### config.mk
export PLATFORM = sky130hd
export DESIGN_NAME = goa_pin_bridge
export DESIGN_NICKNAME = d
export VERILOG_FILES = /design/src/rtl/goa_pin_bridge.sv
export SDC_FILE = /design/constraint.sdc
export NUM_CORES = 1
export LEC_CHECK = 0
export ABC_CLOCK_PERIOD_IN_PS = 4000
export CORE_UTILIZATION = 42
export DETAILED_ROUTE_END_ITERATION = 12
export GPL_TIMING_DRIVEN = 0
export MAX_ROUTING_LAYER = met4
export PLACE_DENSITY = 0.84
export SLEW_MARGIN = 20
export SYNTH_ARGS = -nofsm -noshare
export SYNTH_HDL_FRONTEND = slang
export SYNTH_SLANG_ARGS = --single-unit
### constraint.sdc
create_clock -name clk -period 4 [get_ports clk]
set_input_delay 0.4 -clock clk [delete_from_list [all_inputs] [get_ports clk]]
set_output_delay 0.4 -clock clk [all_outputs]
set_load 0.05 [all_outputs]
### src/rtl/goa_pin_bridge.sv
// Byte-wide pad interface <-> NUM_CH word-wide valid/ready core channels.
// Word to core 1 cycle after the last host byte; first outbound byte 1 cycle after arbitration.
module goa_pin_bridge #(
    parameter int WORD_W = 32,
    parameter int NUM_CH = 2
) (
    input  logic                     clk,
    input  logic                     rst_n,
    input  logic                     ena,
    input  logic [7:0]               ui_in,
    input  logic [7:0]               uio_in,
    output logic [7:0]               uo_out,
    output logic [7:0]               uio_out,
    output logic [7:0]               uio_oe,
    output logic [WORD_W-1:0]        core_in_data,
    output logic [NUM_CH-1:0]        core_in_valid,
    input  logic [NUM_CH-1:0]        core_in_ready,
    input  logic [NUM_CH*WORD_W-1:0] core_out_data,
    input  logic [NUM_CH-1:0]        core_out_valid,
    output logic [NUM_CH-1:0]        core_out_ready
);
    localparam int BYTES = WORD_W / 8;
    localparam int CNT_W = (BYTES > 1) ? $clog2(BYTES) : 1;
    localparam int CH_W  = (NUM_CH > 1) ? $clog2(NUM_CH) : 1;
    localparam logic [CNT_W-1:0] LAST_BYTE = CNT_W'(BYTES - 1);

    typedef enum logic {IN_COLLECT, IN_DELIVER} in_state_e;
    typedef enum logic {OUT_IDLE, OUT_SEND} out_state_e;

    in_state_e          in_state_q, in_state_d;
    logic [CNT_W-1:0]   in_cnt_q, in_cnt_d;
    logic [CH_W-1:0]    in_ch_q, in_ch_d;
    logic [WORD_W-1:0]  in_word_q, in_word_d;
    logic               err_q, err_d;
    out_state_e         out_state_q, out_state_d;
    logic [CNT_W-1:0]   out_cnt_q, out_cnt_d;
    logic [WORD_W-1:0]  out_word_q, out_word_d;
    logic [CH_W-1:0]    rr_q, rr_d;
    logic               run_q, run_d;

    logic               host_valid, host_ready;
    logic [1:0]         sel;
    logic               sel_ok;
    logic               bridge_ready, bridge_valid;
    logic               pick_vld, arb_go;
    logic [CH_W-1:0]    pick_idx;
    logic               unused_bits;

    assign host_valid  = uio_in[0];
    assign host_ready  = uio_in[1];
    assign sel         = uio_in[3:2];
    assign sel_ok      = ({1'b0, sel} < 3'(NUM_CH));
    assign unused_bits = ^uio_in[7:4];

    // run_q keeps every handshake output quiet until the first edge after reset
    assign run_d        = 1'b1;
    assign bridge_ready = run_q & ena & (in_state_q == IN_COLLECT);
    assign bridge_valid = (out_state_q == OUT_SEND);

    assign uio_oe       = 8'hF0;
    assign uio_out      = {err_q, 1'b0, bridge_valid, bridge_ready, 4'b0000};
    assign uo_out       = bridge_valid ? out_word_q[{out_cnt_q, 3'b000} +: 8] : 8'h00;
    assign core_in_data = in_word_q;

    always_comb begin
        in_state_d = in_state_q;
        in_cnt_d   = in_cnt_q;
        in_ch_d    = in_ch_q;
        in_word_d  = in_word_q;
        err_d      = err_q;
        case (in_state_q)
            IN_COLLECT: begin
                if (host_valid && bridge_ready) begin
                    if (in_cnt_q == '0 && !sel_ok) begin
                        err_d = 1'b1;
                    end else begin
                        if (in_cnt_q == '0) in_ch_d = CH_W'(sel);
                        in_word_d[{in_cnt_q, 3'b000} +: 8] = ui_in;
                        if (in_cnt_q == LAST_BYTE) begin
                            in_cnt_d   = '0;
                            in_state_d = IN_DELIVER;
                        end else begin
                            in_cnt_d = in_cnt_q + 1'b1;
                        end
                    end
                end
            end
            IN_DELIVER: begin
                if (ena && core_in_ready[in_ch_q]) in_state_d = IN_COLLECT;
            end
            default: in_state_d = IN_COLLECT;
        endcase
    end

    always_comb begin
        for (int i = 0; i < NUM_CH; i++) begin
            core_in_valid[i] = (in_state_q == IN_DELIVER) && (in_ch_q == CH_W'(i));
        end
    end

    // Round-robin search starting at the pointer, wrapping modulo NUM_CH
    always_comb begin
        pick_vld = 1'b0;
        pick_idx = '0;
        for (int off = 0; off < NUM_CH; off++) begin
            if (!pick_vld && core_out_valid[(int'(rr_q) + off) % NUM_CH]) begin
                pick_vld = 1'b1;
                pick_idx = CH_W'((int'(rr_q) + off) % NUM_CH);
            end
        end
    end

    assign arb_go = run_q & ena & (out_state_q == OUT_IDLE) & pick_vld;

    always_comb begin
        for (int i = 0; i < NUM_CH; i++) begin
            core_out_ready[i] = arb_go && (pick_idx == CH_W'(i));
        end
    end

    always_comb begin
        out_state_d = out_state_q;
        out_cnt_d   = out_cnt_q;
        out_word_d  = out_word_q;
        rr_d        = rr_q;
        case (out_state_q)
            OUT_IDLE: begin
                if (arb_go) begin
                    out_word_d  = core_out_data[int'(pick_idx)*WORD_W +: WORD_W];
                    rr_d        = CH_W'((int'(pick_idx) + 1) % NUM_CH);
                    out_cnt_d   = '0;
                    out_state_d = OUT_SEND;
                end
            end
            OUT_SEND: begin
                if (ena && host_ready) begin
                    if (out_cnt_q == LAST_BYTE) begin
                        out_cnt_d   = '0;
                        out_state_d = OUT_IDLE;
                    end else begin
                        out_cnt_d = out_cnt_q + 1'b1;
                    end
                end
            end
            default: out_state_d = OUT_IDLE;
        endcase
    end

    always_ff @(posedge clk or negedge rst_n) begin
        if (!rst_n) begin
            run_q       <= 1'b0;
            in_state_q  <= IN_COLLECT;
            in_cnt_q    <= '0;
            in_ch_q     <= '0;
            in_word_q   <= '0;
            err_q       <= 1'b0;
            out_state_q <= OUT_IDLE;
            out_cnt_q   <= '0;
            out_word_q  <= '0;
            rr_q        <= '0;
        end else begin
            run_q       <= run_d;
            in_state_q  <= in_state_d;
            in_cnt_q    <= in_cnt_d;
            in_ch_q     <= in_ch_d;
            in_word_q   <= in_word_d;
            err_q       <= err_d;
            out_state_q <= out_state_d;
            out_cnt_q   <= out_cnt_d;
            out_word_q  <= out_word_d;
            rr_q        <= rr_d;
        end
    end
endmodule

After elaboration in Yosys (flattened, before gate mapping). Index checks and enable logic that the tools add are counted.

Add/sub/neg operators: 5. Magnitude comparators: 4. Equality and inequality tests: 4. Shifts and indexed selects: 4. Multiplexer cells: 27. Bitwise logic cells: 10. Reductions and logical operators: 17.

Operators with widths (count): $shiftx 64x7->32 (1); $bwmux 32 (1); $shift 8x7->32 const A (1); $shiftx 32x6->8 (1); $shiftx 8x7->32 (1); $mux 1 (18); $logic_and 1x1->1 (9); $mux 2 (4); $mux 8 (1); $neg 5->7 (1); $reduce_and 3->1 (2); $not 1->1 (5); $add 2x1->2 const B (2); $and 1x1->1 (4); $eq 2x2->1 const B (2); $lt 1x2->1 const B (2); $pmux 1 s2 (2); $pmux 2 s2 (1); $reduce_and 2->1 (2); $reduce_and 4->1 (1); $lt 2x3->1 const B (1); $add 1x1->1 const B (2); $logic_not 1->1 (2); $logic_not 2->1 (1); other kinds (4) (4).

Bits in registers: 74. Output and inout port bits: 60. Logic and storage cells: 81.

Longest topological paths before layout. Gate-level depths: netlist of the first run.

Word-level depth: 10. Gate-level depth with buffers: 7. Depth with buffers taken out: 5.

Least setup slack after synthesis of the first run. Ideal clock, no wire load.

Path kind: input -> output. Start: in core_out_valid[1]. End: out core_out_ready[1]. Data arrival time: 2.054 ns. Data required time: 3.600 ns. Slack: 1.546 ns. Cell stages on the path: 3. Path buffers: 2. Cell sequence: buf_2 clkbuf_1 nor3b_1.

Word-level cells in the longest chain between the ends: 8. Elaborated cells on any way between the ends: 13. Classes of those cells: mux: 9; bitwise: 1; reduce/logical: 3.

RTL lines: start: declaration (RTL line 19) `input logic [NUM_CH-1:0] core_out_valid,`; $mux 1 (not written as such) (2 in a row) (RTL line 106) `if (!pick_vld && core_out_valid[(int'(rr_q) + off) % NUM_CH]) begin`; $mux 1 (RTL line 106); $logic_not 1->1 (RTL line 106); $logic_and 1x1->1 (RTL line 106); $mux 1 (RTL line 106); $and 1x1->1 (RTL line 113) `assign arb_go = run_q & ena & (out_state_q == OUT_IDLE) & pick_vld;`; $logic_and 1x1->1 * (RTL line 117) `core_out_ready[i] = arb_go && (pick_idx == CH_W'(i));`; end: declaration (RTL line 20) `output logic [NUM_CH-1:0] core_out_ready`.

Mark *: on every way between the ends. The rest lies on a longest branch, timed or not. The select of a mux whose other input is x is not followed.

Final worst setup path of the first run.
Start: in ena. End: out core_out_ready[0].

Word-level cells in the longest chain between the ends: 4.

RTL lines: start: declaration (RTL line 9) `input logic ena,`; $and 1x1->1 (3 in a row) (RTL line 113); $logic_and 1x1->1 (RTL line 117).

Every way passes these cells.

==> run summary, run 1 <==
TritonCTS created 9 clock buffers. Data on the critical path arrives at its endpoint at 2.68 ns. The sum of negative setup slack was 0 ns. From synthesis to final layout, the design area changed by 42.3%. Counting every instance in the synthesized netlist gives 372. Summing all multi-input logic gate instances after layout gives 0.00176 mm².

STA classifies the critical path startpoint as an input port. Yosys attributes the largest share of cell area to sky130_fd_sc_hd__dfrtp_1, sky130_fd_sc_hd__a221o_1, sky130_fd_sc_hd__mux2i_1. Cell internal power was estimated by the tool at 2390 µW. The count of input and output buffers was 128; the count of max-cap constraint violations was 0.

At the end of routability-driven placement, the weighted congestion stood at 0.942. The layout net count is 618. The class of the tightest hold or removal check was in2async. Fraction of post-synthesis cell area in the top cell type by area: 46.7%. The analysis attributes to cell leakage a power of 0.00259 µW. The floorplan step defined a die boundary enclosing 0.00984 mm². The worst path meets setup with 0.925 ns of slack. During I/O placement, the number of pins put on the boundary was 147. For the final antenna-violating net count, the log shows 0. The tools report the buffer cell driving the clock tree root as sky130_fd_sc_hd__clkbuf_8.

Timing analysis after detailed placement gives a worst setup slack of 0.941 ns. The total power consumption of the routed design was 4370 µW; the clock share of power was 13.0%. The final-report max-slew violation count was 0; the number of optimization iterations in the first detailed-route pass was 4. 0 antenna diodes ended up in the layout. Of the total power, combinational logic draws 56.3%.

For the number of endpoints with negative hold slack in the final report, the log shows 0. The clock passes through at most 2 buffers. Worst setup skew after layout: 0.00648 ns. The x dimension of the die works out to 99.2 µm.

TritonCTS built the clock tree. The vias after detailed routing came out at 3295. Dividing total power by cell area gives a power density of 774 mW/mm². Gates resized during post-CTS repair numbered 0. Hold repair after CTS inserted 0 buffers. Average wire per cell in the routed design: 15.7 µm. In the final layout, the share of cells above drive strength 1 is 14.2%.

The post-layout utilization of the core was 61.4%; the total overflow reported by the global router was 0. Sequential cells account for 30.7% of the total power. Summed over all instances, the cell type with the most area after synthesis is sky130_fd_sc_hd__dfrtp_1.

For this block, the initial DRC count from the detailed router was 97. Static timing analysis puts the maximum clock frequency at 325 MHz. Element type at the critical path end: an output pin. The remaining max-slew budget at the tightest pin is 30.9%, and the total net switching power is 1970 µW. The share of the Yosys chip area taken by registers is 46.7%. Setup violations remaining at the end of the flow were counted as 0. In the synthesized netlist the dominant register cell turns out to be sky130_fd_sc_hd__dfrtp_1. The H-tree was split into 3 levels.

The number of flip-flops and latches in the synthesized netlist was 74; the area taken by flip-flops and latches was 0.00185 mm². The filler cells instantiated in the layout total 727. The run gives 16300 µm as the global-route wire length before repair. After synthesis, the mean cell area works out to 10.7 µm².

Of all nets on the critical path, the largest fanout is 10. Summed over all layers, the routed wires come to 10100 µm. The clock reaches the later pin of the worst-skew pair after 0.35 ns.

The number of antenna violations at the first check in global routing was 0; the post-layout minimum cycle time was 3.08 ns. The combined area of all synthesized cells came out at 0.00397 mm². The run finished with clean final reports. Number of enable flip-flop cells after synthesis: 0. Once detailed placement completed, the half-perimeter wirelength came to 8030 µm. Clock-pin slew was measured on the worst setup and hold paths at 0.08 ns. The number of distinct standard cells referenced by the synthesized netlist was 35; the measured slew at the worst slew-check pin was 1.02 ns. The detailed-route vias per instance works out to 5.15. Yosys printed 0 warnings. The critical path is of the in2out type. The die is 99.2 µm tall. In this run switching power makes up 45.2% of total power. The tools report the area of the placeable core as 0.00920 mm². In the global route stage, overall resource usage came out at 22.2%. At the worst endpoint, the required time is 3.60 ns. After synthesis, the share of flip-flops with an asynchronous set or reset is 100%. Entering global routing, the biggest net connects 41 pins. The tools report the number of post-CTS setup repair buffers as 0. The number of global-route vias before repair was 3333; the final worst-path cycle share was 76.9%. Setup repair after global routing left no endpoint under its margin. The initialized floorplan defines 35 standard-cell rows.

The worst-case IR drop observed on VDD is 0.378 mV. The logs give 74 for the sink count of the clock tree and 43.1% for the initial core utilization. In the routed design, unresolved DRC markers number 0.
[path summary, 6_finish.rpt]
check | startpoint | endpoint | slack, ns | depth (start not counted)
min | rst_n | core_in_data[10]$_DFFE_PN0P_ | 0.001 | 1
max | ena | core_out_ready[0] | 0.92 | 5
min reg2reg | err_q$_DFFE_PN0P_ | err_q$_DFFE_PN0P_ | 0.49 | 1
min in group clk | err_q$_DFFE_PN0P_ | err_q$_DFFE_PN0P_ | 0.49 | 1
max reg2reg | in_cnt_q[0]$_DFFE_PN0P_ | core_in_data[25]$_DFFE_PN0P_ | 1.59 | 7
max in group asynchronous | rst_n | out_word_q[4]$_DFFE_PN0P_ | 3.44 | 2
[metal layers]
metal  GRT usage, %  routed length [µm]  vias to the layer above
li1               -                   -                     1569
met1           25.5                4180                     1552
met2           37.9                5020                      152
met3           4.15                 624                       22
met4           10.1                 237                        0
met5              -                   0                        -
[flip-flops by register name (all words and copies together), names as in the netlist]
name and cells:
in_cnt_q 2, out_cnt_q 2, in_ch_q 1, rr_q 1
bridge_valid 1, in_state_q 1, run_q 1, out_word_q 32
err_q 1, core_in_data 32
[cells in the mapped netlist (2+ instances only)]
cell type                  number
sky130_fd_sc_hd__dfrtp_1       74
sky130_fd_sc_hd__nand2_1       67
sky130_fd_sc_hd__inv_1         33
sky130_fd_sc_hd__nor3_1        33
sky130_fd_sc_hd__a221o_1       32
sky130_fd_sc_hd__mux2i_1       29
sky130_fd_sc_hd__buf_4         16
sky130_fd_sc_hd__buf_2         10
sky130_fd_sc_hd__clkbuf_1      10
sky130_fd_sc_hd__and2_1         9
sky130_fd_sc_hd__mux4_2         8
sky130_fd_sc_hd__ha_1           7
sky130_fd_sc_hd__mux2_2         6
sky130_fd_sc_hd__buf_6          4
sky130_fd_sc_hd__a31o_2         3
sky130_fd_sc_hd__and3_1         3
sky130_fd_sc_hd__nor2_1         3
sky130_fd_sc_hd__nor2b_1        3
sky130_fd_sc_hd__nor3b_1        3
sky130_fd_sc_hd__conb_1         2
sky130_fd_sc_hd__nand3_1        2
sky130_fd_sc_hd__nand3_2        2
[cells in the final DEF (no fill, tap or decap), types with 2 or more instances in the layout]
cell / Yosys / layout
sky130_fd_sc_hd__and2_1: 9 / 9
sky130_fd_sc_hd__clkinv_2: 0 / 3
sky130_fd_sc_hd__nand3_2: 2 / 2
sky130_fd_sc_hd__dfrtp_1: 74 / 74
sky130_fd_sc_hd__a221o_1: 32 / 32
sky130_fd_sc_hd__nor3_1: 33 / 33
sky130_fd_sc_hd__clkinv_4: 0 / 2
sky130_fd_sc_hd__nor2_1: 3 / 3
sky130_fd_sc_hd__mux2_2: 6 / 6
sky130_fd_sc_hd__nand3_1: 2 / 2
sky130_fd_sc_hd__nor2b_1: 3 / 3
sky130_fd_sc_hd__nand2_1: 67 / 67
sky130_fd_sc_hd__nor3b_1: 3 / 3
sky130_fd_sc_hd__ha_1: 7 / 7
sky130_fd_sc_hd__buf_2: 10 / 10
sky130_fd_sc_hd__clkdlybuf4s50_1: 0 / 127
sky130_fd_sc_hd__buf_4: 16 / 17
sky130_fd_sc_hd__clkbuf_1: 10 / 10
sky130_fd_sc_hd__and3_1: 3 / 3
sky130_fd_sc_hd__buf_12: 1 / 2
sky130_fd_sc_hd__clkbuf_8: 0 / 9
sky130_fd_sc_hd__inv_1: 33 / 33
sky130_fd_sc_hd__mux2i_1: 29 / 29
sky130_fd_sc_hd__conb_1: 2 / 14
sky130_fd_sc_hd__mux4_2: 8 / 8
sky130_fd_sc_hd__buf_6: 4 / 4
sky130_fd_sc_hd__a31o_2: 3 / 3
[power by group through the flow]
stage | sequential [µW] | combinational, µW | clock (µW)
global placement | 1340 | 2410 | 0
CTS | 1340 | 2480 | 579
detailed placement | 1350 | 2470 | 0
finish | 1340 | 2460 | 566
global route | 1380 | 2610 | 616
floorplan | 1830 | 1180 | 0
[cells by family after synthesis]
group                      synth area share [%]
AOI/OAI and AO/OA                          10.1
adders and majority gates                  2.21
buffers and inverters                      10.0
DFF                                        46.7
muxes                                      13.9
other                                     0.189
and+or+nand+nor                            16.8
[area by class of cell]
cell class                      count  area share, %
Inverter                           33           2.20
Multi-Input combinational cell    236           31.2
Timing Repair Buffer              129           23.0
Buffer                             41           4.83
Clock inverter                      7           1.24
Sequential cell                    74           32.8
Tap cell                          111           2.46
Clock buffer                        9           2.20
[through the flow]
step                      instances  cell area (µm²)  hold WS [ns]
after global routing            640             5640        0.0305
after global placement          623             5430         0.459
after detailed placement        624             5450         0.381
final                           640             5640       0.00101
after floorplan                 384             4010         0.104
after CTS                       640             5640       0.00494
[worst max-delay path: stages]
cell and delay, ns:
sky130_fd_sc_hd__clkdlybuf4s50_1 0.61, sky130_fd_sc_hd__nand3b_4 0.18, sky130_fd_sc_hd__a211oi_4 0.45, sky130_fd_sc_hd__buf_6 0.22, sky130_fd_sc_hd__clkdlybuf4s50_1 0.81
No activity file was read; power rests on OpenSTA's default activity.
==> inputs of run 2 (changes only) <==
--- a/config.mk
+++ b/config.mk
@@ -5,12 +5,12 @@
 export SDC_FILE = /design/constraint.sdc
 export NUM_CORES = 1
 export LEC_CHECK = 0
-export ABC_CLOCK_PERIOD_IN_PS = 4000
-export CORE_UTILIZATION = 42
+export ABC_CLOCK_PERIOD_IN_PS = 2820
+export CORE_UTILIZATION = 41
 export DETAILED_ROUTE_END_ITERATION = 12
 export GPL_TIMING_DRIVEN = 0
 export MAX_ROUTING_LAYER = met4
-export PLACE_DENSITY = 0.84
+export PLACE_DENSITY = 0.86
 export SLEW_MARGIN = 20
 export SYNTH_ARGS = -nofsm -noshare
 export SYNTH_HDL_FRONTEND = slang
==> constraint.sdc (replaced) <==
create_clock -name clk -period 2.82 [get_ports clk]
set_input_delay 0.282 -clock clk [delete_from_list [all_inputs] [get_ports clk]]
set_output_delay 0.282 -clock clk [all_outputs]
set_load 0.05 [all_outputs]
==> run 2 against run 1 <==
Combinational power grew 41%. Hold slack gained 0.42 ns. Die area grew 2.4%. Worst setup slack lost 0.81 ns. Count of clock-buffer cells in the layout grew 1. Global-route usage shrank 0.92 points. Power grew 41%. Critical path type is now reg2out. Largest power group unchanged.
==> run summary, run 2 (synthesis gave the netlist of run 1 again) <==
For this design the ratio of total power to cell area is 1080 mW/mm². The first routing iteration left 110 violations. In this run the count of I/O pins placed on the die edge is 147. The clock insertion delay at the later pin of the skew report is 0.35 ns, and the overall die area is 0.0101 mm². The finished layout holds 659 standard cells, fillers aside. Global routing used 4.11% of the available met3 tracks. The startpoint kind of the worst setup timing path was a flip-flop.

The tools report the number of global-route vias before repair as 3315. The tools report the total overflow reported by the global router as 0. After layout, the worst path uses 96.0% of the clock period.

The flow ran to the end, and the final reports show no timing, DRC or antenna violations. The first detailed-routing pass took 4 iterations. In this run the post-CTS setup repair buffer count came out at 0. The buffer cell driving the clock tree root was sky130_fd_sc_hd__clkbuf_8. The routed layout has 3287 vias. The fmax is 369 MHz. Before CTS, the worst setup slack after placement is -0.0190 ns. Class of the tightest hold or removal check: in2async.

The H-tree generated during clock tree synthesis spans 3 levels. The total wire length was 9900 µm. For the global-route wire length before repair, the log shows 16000 µm.

Element type at the critical path end: an output pin. Leaving out fill and tap cells, the most frequent cells in the layout are sky130_fd_sc_hd__clkdlybuf4s50_1, sky130_fd_sc_hd__dfrtp_1, sky130_fd_sc_hd__nand2_1. For this design the static power due to leakage is 0.00261 µW. In the routed design, unresolved DRC markers number 0.

By startpoint and endpoint, the worst setup path is classified as reg2out. Max-cap violations in this run came to 0. Data on the critical path is required at its endpoint by 2.54 ns. The library cell used most frequently in the layout, excluding fill and tap cells, is sky130_fd_sc_hd__clkdlybuf4s50_1.

In this run the most used layer during global routing was met2. Of all nets on the critical path, the largest fanout is 10. The remaining max-slew budget at the tightest pin came out at 38.1%. Setup repair after global routing left no endpoint under its margin. The placed standard-cell area came out at 0.00547 mm². Measured along the x axis, the die boundary spans 100 µm. The register clock-pin slew on the reported worst setup and hold paths was 0.08 ns; the sink count of the clock tree was 74. The floorplan step set the die height to 100 µm. The total inserted antenna cells is 0, and the number of placement rows is 35.

During placement, the flow inserted port buffers numbering 128. The post-layout minimum cycle time was 2.71 ns; the number of antenna violations at the first check in global routing was 0. Setup violations remaining at the end of the flow were counted as 0. In the final design database the tool counted 619 nets. Data on the critical path arrives at its endpoint at 2.42 ns. In the routed layout, each cell is associated on average with a via count of 4.99. The maximum root-to-sink buffer count is 2.

The final standard cell area without fillers was 0.00566 mm². The worst-case IR drop observed on VDD is 0.833 mV. TritonCTS built the clock tree. The met2 demand-to-capacity share in global routing is 35.0%. Cells with a size suffix above 1 make up 14.2% of the layout. The logs give 43 for the largest net degree at the start of global routing and 0.113 ns for the worst-case setup margin in the final layout. The tools report the global placer's final weighted congestion as 0.920. The area of the placeable core was 0.00928 mm². In the final routed layout, each cell accounts on average for 15.0 µm. In this run the remaining antenna-violating nets after routing total 0. The measured slew at the worst slew-check pin came out at 0.916 ns.

Global routing consumed, on the met1 layer, 26.0% of the routing resources. For the post-layout utilization of the core, the log shows 61.0%. The area growth from synthesis to layout is 42.8%. The run gives 642 as the placed instance count. Detailed placement ended at an HPWL of 7860 µm. The worst setup skew after layout is 0.00745 ns.

The number of endpoints with negative hold slack in the final report is 0, and the initial core utilization is 42.7%. For the total track usage, the log shows 21.3%. The run gives 9 as the number of CTS-inserted buffers.

For the final-report max-slew violation count, the log shows 0.
## run 2: cell count changes in the layout (fill, tap and decap cells not counted)
cell / delta
sky130_fd_sc_hd__clkdlybuf4s50_1: -3
sky130_fd_sc_hd__clkinv_4: -2
sky130_fd_sc_hd__dlygate4sd2_1: +1
sky130_fd_sc_hd__dlygate4sd3_1: +1
sky130_fd_sc_hd__bufinv_16: -1
sky130_fd_sc_hd__clkinv_2: -1
sky130_fd_sc_hd__clkbuf_8: +1
sky130_fd_sc_hd__clkinvlp_4: +2
sky130_fd_sc_hd__inv_6: +1
sky130_fd_sc_hd__dlymetal6s2s_1: +2
## run 2: report_power, final
part / switching [µW] / internal (µW) / total [µW]
combinational: 2070 / 1420 / 3480
clock: 406 / 343 / 749
sequential: 335 / 1570 / 1910
## run 2: path summary, 6_finish.rpt
| path | slack (ns) | cells past startpoint | start | endpoint |
|---|---|---|---|---|
| max | 0.11 | 4 | out_cnt_q[0]$_DFFE_PN0P_ | uo_out[7] |
| min | 0.42 | 2 | rst_n | core_in_data[16]$_DFFE_PN0P_ |
| max reg2reg | 0.50 | 7 | in_cnt_q[0]$_DFFE_PN0P_ | core_in_data[25]$_DFFE_PN0P_ |
| min reg2reg | 0.48 | 1 | err_q$_DFFE_PN0P_ | err_q$_DFFE_PN0P_ |
| max in group asynchronous | 1.84 | 3 | rst_n | out_word_q[30]$_DFFE_PN0P_ |
| min in group clk | 0.48 | 1 | err_q$_DFFE_PN0P_ | err_q$_DFFE_PN0P_ |
## run 2: area by class of cell
cell class / count / area [µm²]
plain buffers: 41 / 273
clock buffers: 10 / 138
clock inverters: 6 / 41.3
fillers: 775 / 3620
inverters: 33 / 124
multi-input cells: 236 / 1760
flip-flops and latches: 74 / 1850
well taps: 129 / 161
repair buffers: 130 / 1310
## run 2: critical path, cell delays in order (launching register included)
cell and delay (ns):
sky130_fd_sc_hd__dfrtp_1 0.35, sky130_fd_sc_hd__buf_2 0.30, sky130_fd_sc_hd__mux4_2 0.54, sky130_fd_sc_hd__and2_1 0.19, sky130_fd_sc_hd__clkdlybuf4s50_1 0.70
## run 2: stage by stage
stage | power [µW] | hold WS [ns] | setup TNS (ns)
after floorplan | 4270 | -0.0136 | 0
after global placement | 5320 | 0.458 | -73.91
after detailed placement | 5410 | 0.255 | -0.0190
after CTS | 6170 | 0.437 | 0
after global routing | 6460 | 0.459 | 0
final | 6140 | 0.424 | 0
## run 2: repair_timing
item,4_1_cts,5_1_grt
gates cloned,0,0
resized for setup,1,2
endpoints found under the setup margin,1,2
hold buffers,1,0
hold endpoints to repair,32,0
pin swaps,0,0
## run 2: routing by layer
metal / vias to the layer above / wire length [µm]
met5: - / 0
li1: 1575 / -
met2: 156 / 4890
met4: 0 / 143
met3: 14 / 681
met1: 1542 / 4180
==> inputs of run 3 (changes only) <==
--- a/config.mk
+++ b/config.mk
@@ -5,12 +5,13 @@
 export SDC_FILE = /design/constraint.sdc
 export NUM_CORES = 1
 export LEC_CHECK = 0
+export ABC_AREA = 1
 export ABC_CLOCK_PERIOD_IN_PS = 2820
 export CORE_UTILIZATION = 41
 export DETAILED_ROUTE_END_ITERATION = 12
 export GPL_TIMING_DRIVEN = 0
 export MAX_ROUTING_LAYER = met4
-export PLACE_DENSITY = 0.86
+export PLACE_DENSITY = 0.85
 export SLEW_MARGIN = 20
 export SYNTH_ARGS = -nofsm -noshare
 export SYNTH_HDL_FRONTEND = slang
==> run 3 against run 2 <==
First-iteration DRC count is 46% higher. Via count is 27% higher. Design area increased by 2.7%. Clock power up 10%. Sequential power fell by 10%. Hold slack got worse by 0.047 ns. Synthesized cell count increased by 56%. Largest power group unchanged.
==> run summary, run 3 <==
The ratio of cells with drive above 1 in the final layout is 7.57%, and the x dimension of the die is 102 µm. In this run the power density over the cells is 945 mW/mm². The total overflow reported by the global router was 0. The minimum setup slack among reg-to-reg paths came out at 0.98 ns. Counting instances in the post-synthesis netlist gives the leading cell types as sky130_fd_sc_hd__nand2_1, sky130_fd_sc_hd__dfrtp_1, sky130_fd_sc_hd__nor2_1. TritonCTS created 9 clock buffers. The class of the tightest hold or removal check is in2reg.

The tools report the number of setup violations in the final report as 0. TritonCTS built the clock tree. During synthesis, Yosys emitted a total of 0 warnings. The count of cells along the worst hold path came out at 5.

The repair_antennas step left the layout with diodes totalling 0. Clock skew on the completed layout was measured at 0.0130 ns. After detailed placement, the design holds a cell count of 856. The smallest clock period supported by the final layout is computed as 2.67 ns. The area added between synthesis and finish is 41.4%, and the sink count of the clock tree is 74. By area the synthesized netlist is led by sky130_fd_sc_hd__dfrtp_1, sky130_fd_sc_hd__nand2_1, sky130_fd_sc_hd__nor2_1. For the pin with the worst max-slew slack, the measured transition is 0.546 ns.

The maximum fanout along the worst path was 10. The fmax came out at 374 MHz. Summed over all instances, the cell type with the most area after synthesis is sky130_fd_sc_hd__dfrtp_1. The number of post-CTS setup repair buffers was 0; the total track usage was 24.1%.

The tools report the count of max-cap constraint violations as 0. After synthesis, the netlist uses 22 different library cells. The sum of buffers and inverters on the critical path came out at 3. The register clock-pin slew on the reported worst setup and hold paths was 0.08 ns; the total wire length was 11700 µm.

After the first detailed-routing iteration, the DRC count stood at 161. Overall die height: 102 µm. The number of global-route vias before repair was 4028; the total of fill cells in the finished design was 883. The number of optimization iterations in the first detailed-route pass is 6. The mean area per synthesized cell is 7.07 µm². IR analysis of the VDD net gives a maximum drop of 0.804 mV. The startpoint identified for the worst register-to-register timing path is in_cnt_q[0]$_DFFE_PN0P_. The tools report the maximum root-to-sink buffer count as 2. The final worst-path cycle share was 94.8%. In this run the static leakage power is 0.00311 µW. For the final routed DRC violation total, the log shows 0. The worst setup path is captured at an output pin. The flip-flop cell with the highest count after synthesis is sky130_fd_sc_hd__dfrtp_1. By instance count, the leading cell after synthesis is sky130_fd_sc_hd__nand2_1. The largest net degree at the start of global routing is 40.

Routability-driven placement finished with a final weighted congestion of 0.911. Across all layers, the routed design uses 4171 vias. For hold timing, the worst endpoint is out_word_q[1]$_DFFE_PN0P_. Across all hold checks on the routed design, the worst slack comes to 0.377 ns. The initial utilization of the core area, before any placement, comes to 42.3%. In this run, synthesis inferred 0 flip-flops with an integrated enable.

The longest individual stage delay on the worst path is 0.56 ns. STA classifies the critical path startpoint as a flip-flop. In this run the most critical hold path is launched from core_out_valid[1]. The number of antenna violations at the first check in global routing is 0, and the remaining max-slew budget at the tightest pin is 63.6%.

The worst setup path is of the reg2out kind. The library cell used most frequently in the layout, excluding fill and tap cells, is sky130_fd_sc_hd__nand2_1. The post-synthesis sequential area ratio is 45.0%. The top cell types in the final layout, fill and taps aside, are sky130_fd_sc_hd__nand2_1, sky130_fd_sc_hd__clkdlybuf4s50_1, sky130_fd_sc_hd__dfrtp_1. After legalization and detailed placement, the total HPWL measured 8790 µm.

The logs give 2.39 ns for the worst path arrival time and 147 for the number of I/O pins. The final-report max-slew violation count came out at 0. The flow ran to the end, and the final reports show no timing, DRC or antenna violations. The number of endpoints with negative hold slack in the final report is 0, and the number of standard cells after synthesis is 582. The buffer cell driving the clock tree root was sky130_fd_sc_hd__clkbuf_8.

The share of flip-flops with an asynchronous set or reset is 100%. The mapped netlist covers 0.00411 mm². The floorplan step defined a die boundary enclosing 0.0104 mm². The number of flip-flops and latches in the synthesized netlist is 74. STA puts the critical path data required time at 2.54 ns. For the worst-skew pair, the clock arrives at the later sink with an insertion delay of 0.36 ns. Setup repair after global routing left no endpoint under its margin. The core region is 0.00973 mm².

Number of cells traversed by the worst register-to-register path: 6. The tools report the endpoint of the worst-slack reg-to-reg timing path as core_in_data[1]$_DFFE_PN0P_. The global-route wire length before repair is 18600 µm. The run gives 873 as the number of cells in the finished layout apart from fillers. The fraction of post-synthesis cell area in the top cell type by area was 45.0%. Using the TritonRoute via totals, the vias-per-cell ratio works out to 4.78. The average wire per cell in the routed design was 13.4 µm. The tools report the layout net count as 829. The slowest stage of the critical path is the sky130_fd_sc_hd__dlygate4sd2_1 cell. Final antenna-violating net count: 0. The number of placement rows was 36. The count of input and output buffers works out to 128.

The cell family with the largest share of critical-path delay is buffers and inverters. The critical path goes through clkbuf_1, inv_1, nor2_1, o21ai_0, a21oi_1, dlygate4sd2_1. In this run the number of H-tree levels came out at 3.
-- run 3: cell count changes in the layout (fill, tap and decap cells not counted), sizes merged, moves of 23 or more --
| cell | previous run | this run |
|---|---|---|
| nor2 | 3 | 70 |
| o21ai | 0 | 23 |
| nand3 | 5 | 44 |
| a221o | 32 | 0 |
| mux2i | 29 | 0 |
| nand2 | 67 | 277 |
| nor3 | 33 | 6 |
-- run 3: what timing repair did --
item | CTS | global route
resized for setup | 8 | 4
endpoints found under the hold margin | 35 | 0
hold buffers | 1 | 0
pin swaps | 0 | 0
setup endpoints to repair | 8 | 3
-- run 3: metal layers --
layer / track usage (%) / up-vias / routed length (µm)
met5: - / - / 0
met4: 9.67 / 0 / 317
met3: 5.27 / 29 / 781
met2: 41.2 / 191 / 5710
met1: 27.3 / 1868 / 4870
li1: - / 2083 / -
-- run 3: how the worst max path moves through the flow --
stage | from | to | slack, ns | cells past startpoint
CTS | ena | core_out_ready[0] | 0.09 | 7
global placement | rst_n | core_in_data[1]$_DFFE_PN0P_ | -0.98 | 1
detailed placement | ena | core_out_ready[0] | 0.09 | 7
finish | out_cnt_q[1]$_DFFE_PN0P_ | uo_out[1] | 0.15 | 6
global route | out_cnt_q[1]$_DFFE_PN0P_ | uo_out[1] | 0.03 | 6
floorplan | out_cnt_q[0]$_DFFE_PN0P_ | uo_out[5] | 0.81 | 5
-- run 3: logic make-up (layout without fill, tap and decap cells) --
group	Yosys count	in the layout	synth area share [%]
other	2	14	0.183
AND/OR/NAND/NOR	403	403	41.0
adder cells (fa/ha/maj)	7	7	2.13
buffers and inverters	63	209	7.58
AO/OA/AOI/OAI	33	33	4.08
flip-flops	74	74	45.0
-- run 3: tightest hold or removal path: stages --
cell,delay [ns]
sky130_fd_sc_hd__buf_2,0.16
sky130_fd_sc_hd__nand3_1,0.10
sky130_fd_sc_hd__nand2_1,0.05
sky130_fd_sc_hd__nand2_1,0.05
sky130_fd_sc_hd__nand2_1,0.04
-- run 3: area by class of cell --
class	count	area, µm²	share of cell area (%)
inverter	25	93.8	1.61
clock inverter	7	68.8	1.18
buffer	38	218	3.74
tap	133	166	2.86
timing repair buffer	130	1300	22.3
clock buffer	9	124	2.13
multi-input combinational	457	1990	34.3
sequential	74	1850	31.8
-- run 3: per-stage QoR --
stage	total power [µW]	util [%]	setup TNS [ns]	worst slack, ns	area, µm²
2_1_floorplan	3740	-	0	0.808	4160
3_5_place_dp	4740	57.8	0	0.0915	5620
6_report	5500	59.8	0	0.145	5820
5_1_grt	5870	59.8	0	0.0303	5820
3_3_place_gp	4650	57.6	-72.51	-0.983	5610
4_1_cts	5510	59.8	0	0.0881	5820
-- run 3: report_power, final --
part	switching (µW)	internal, µW
sequential	264	1450
combinational	2030	927
clock	418	407
total	2720	2780
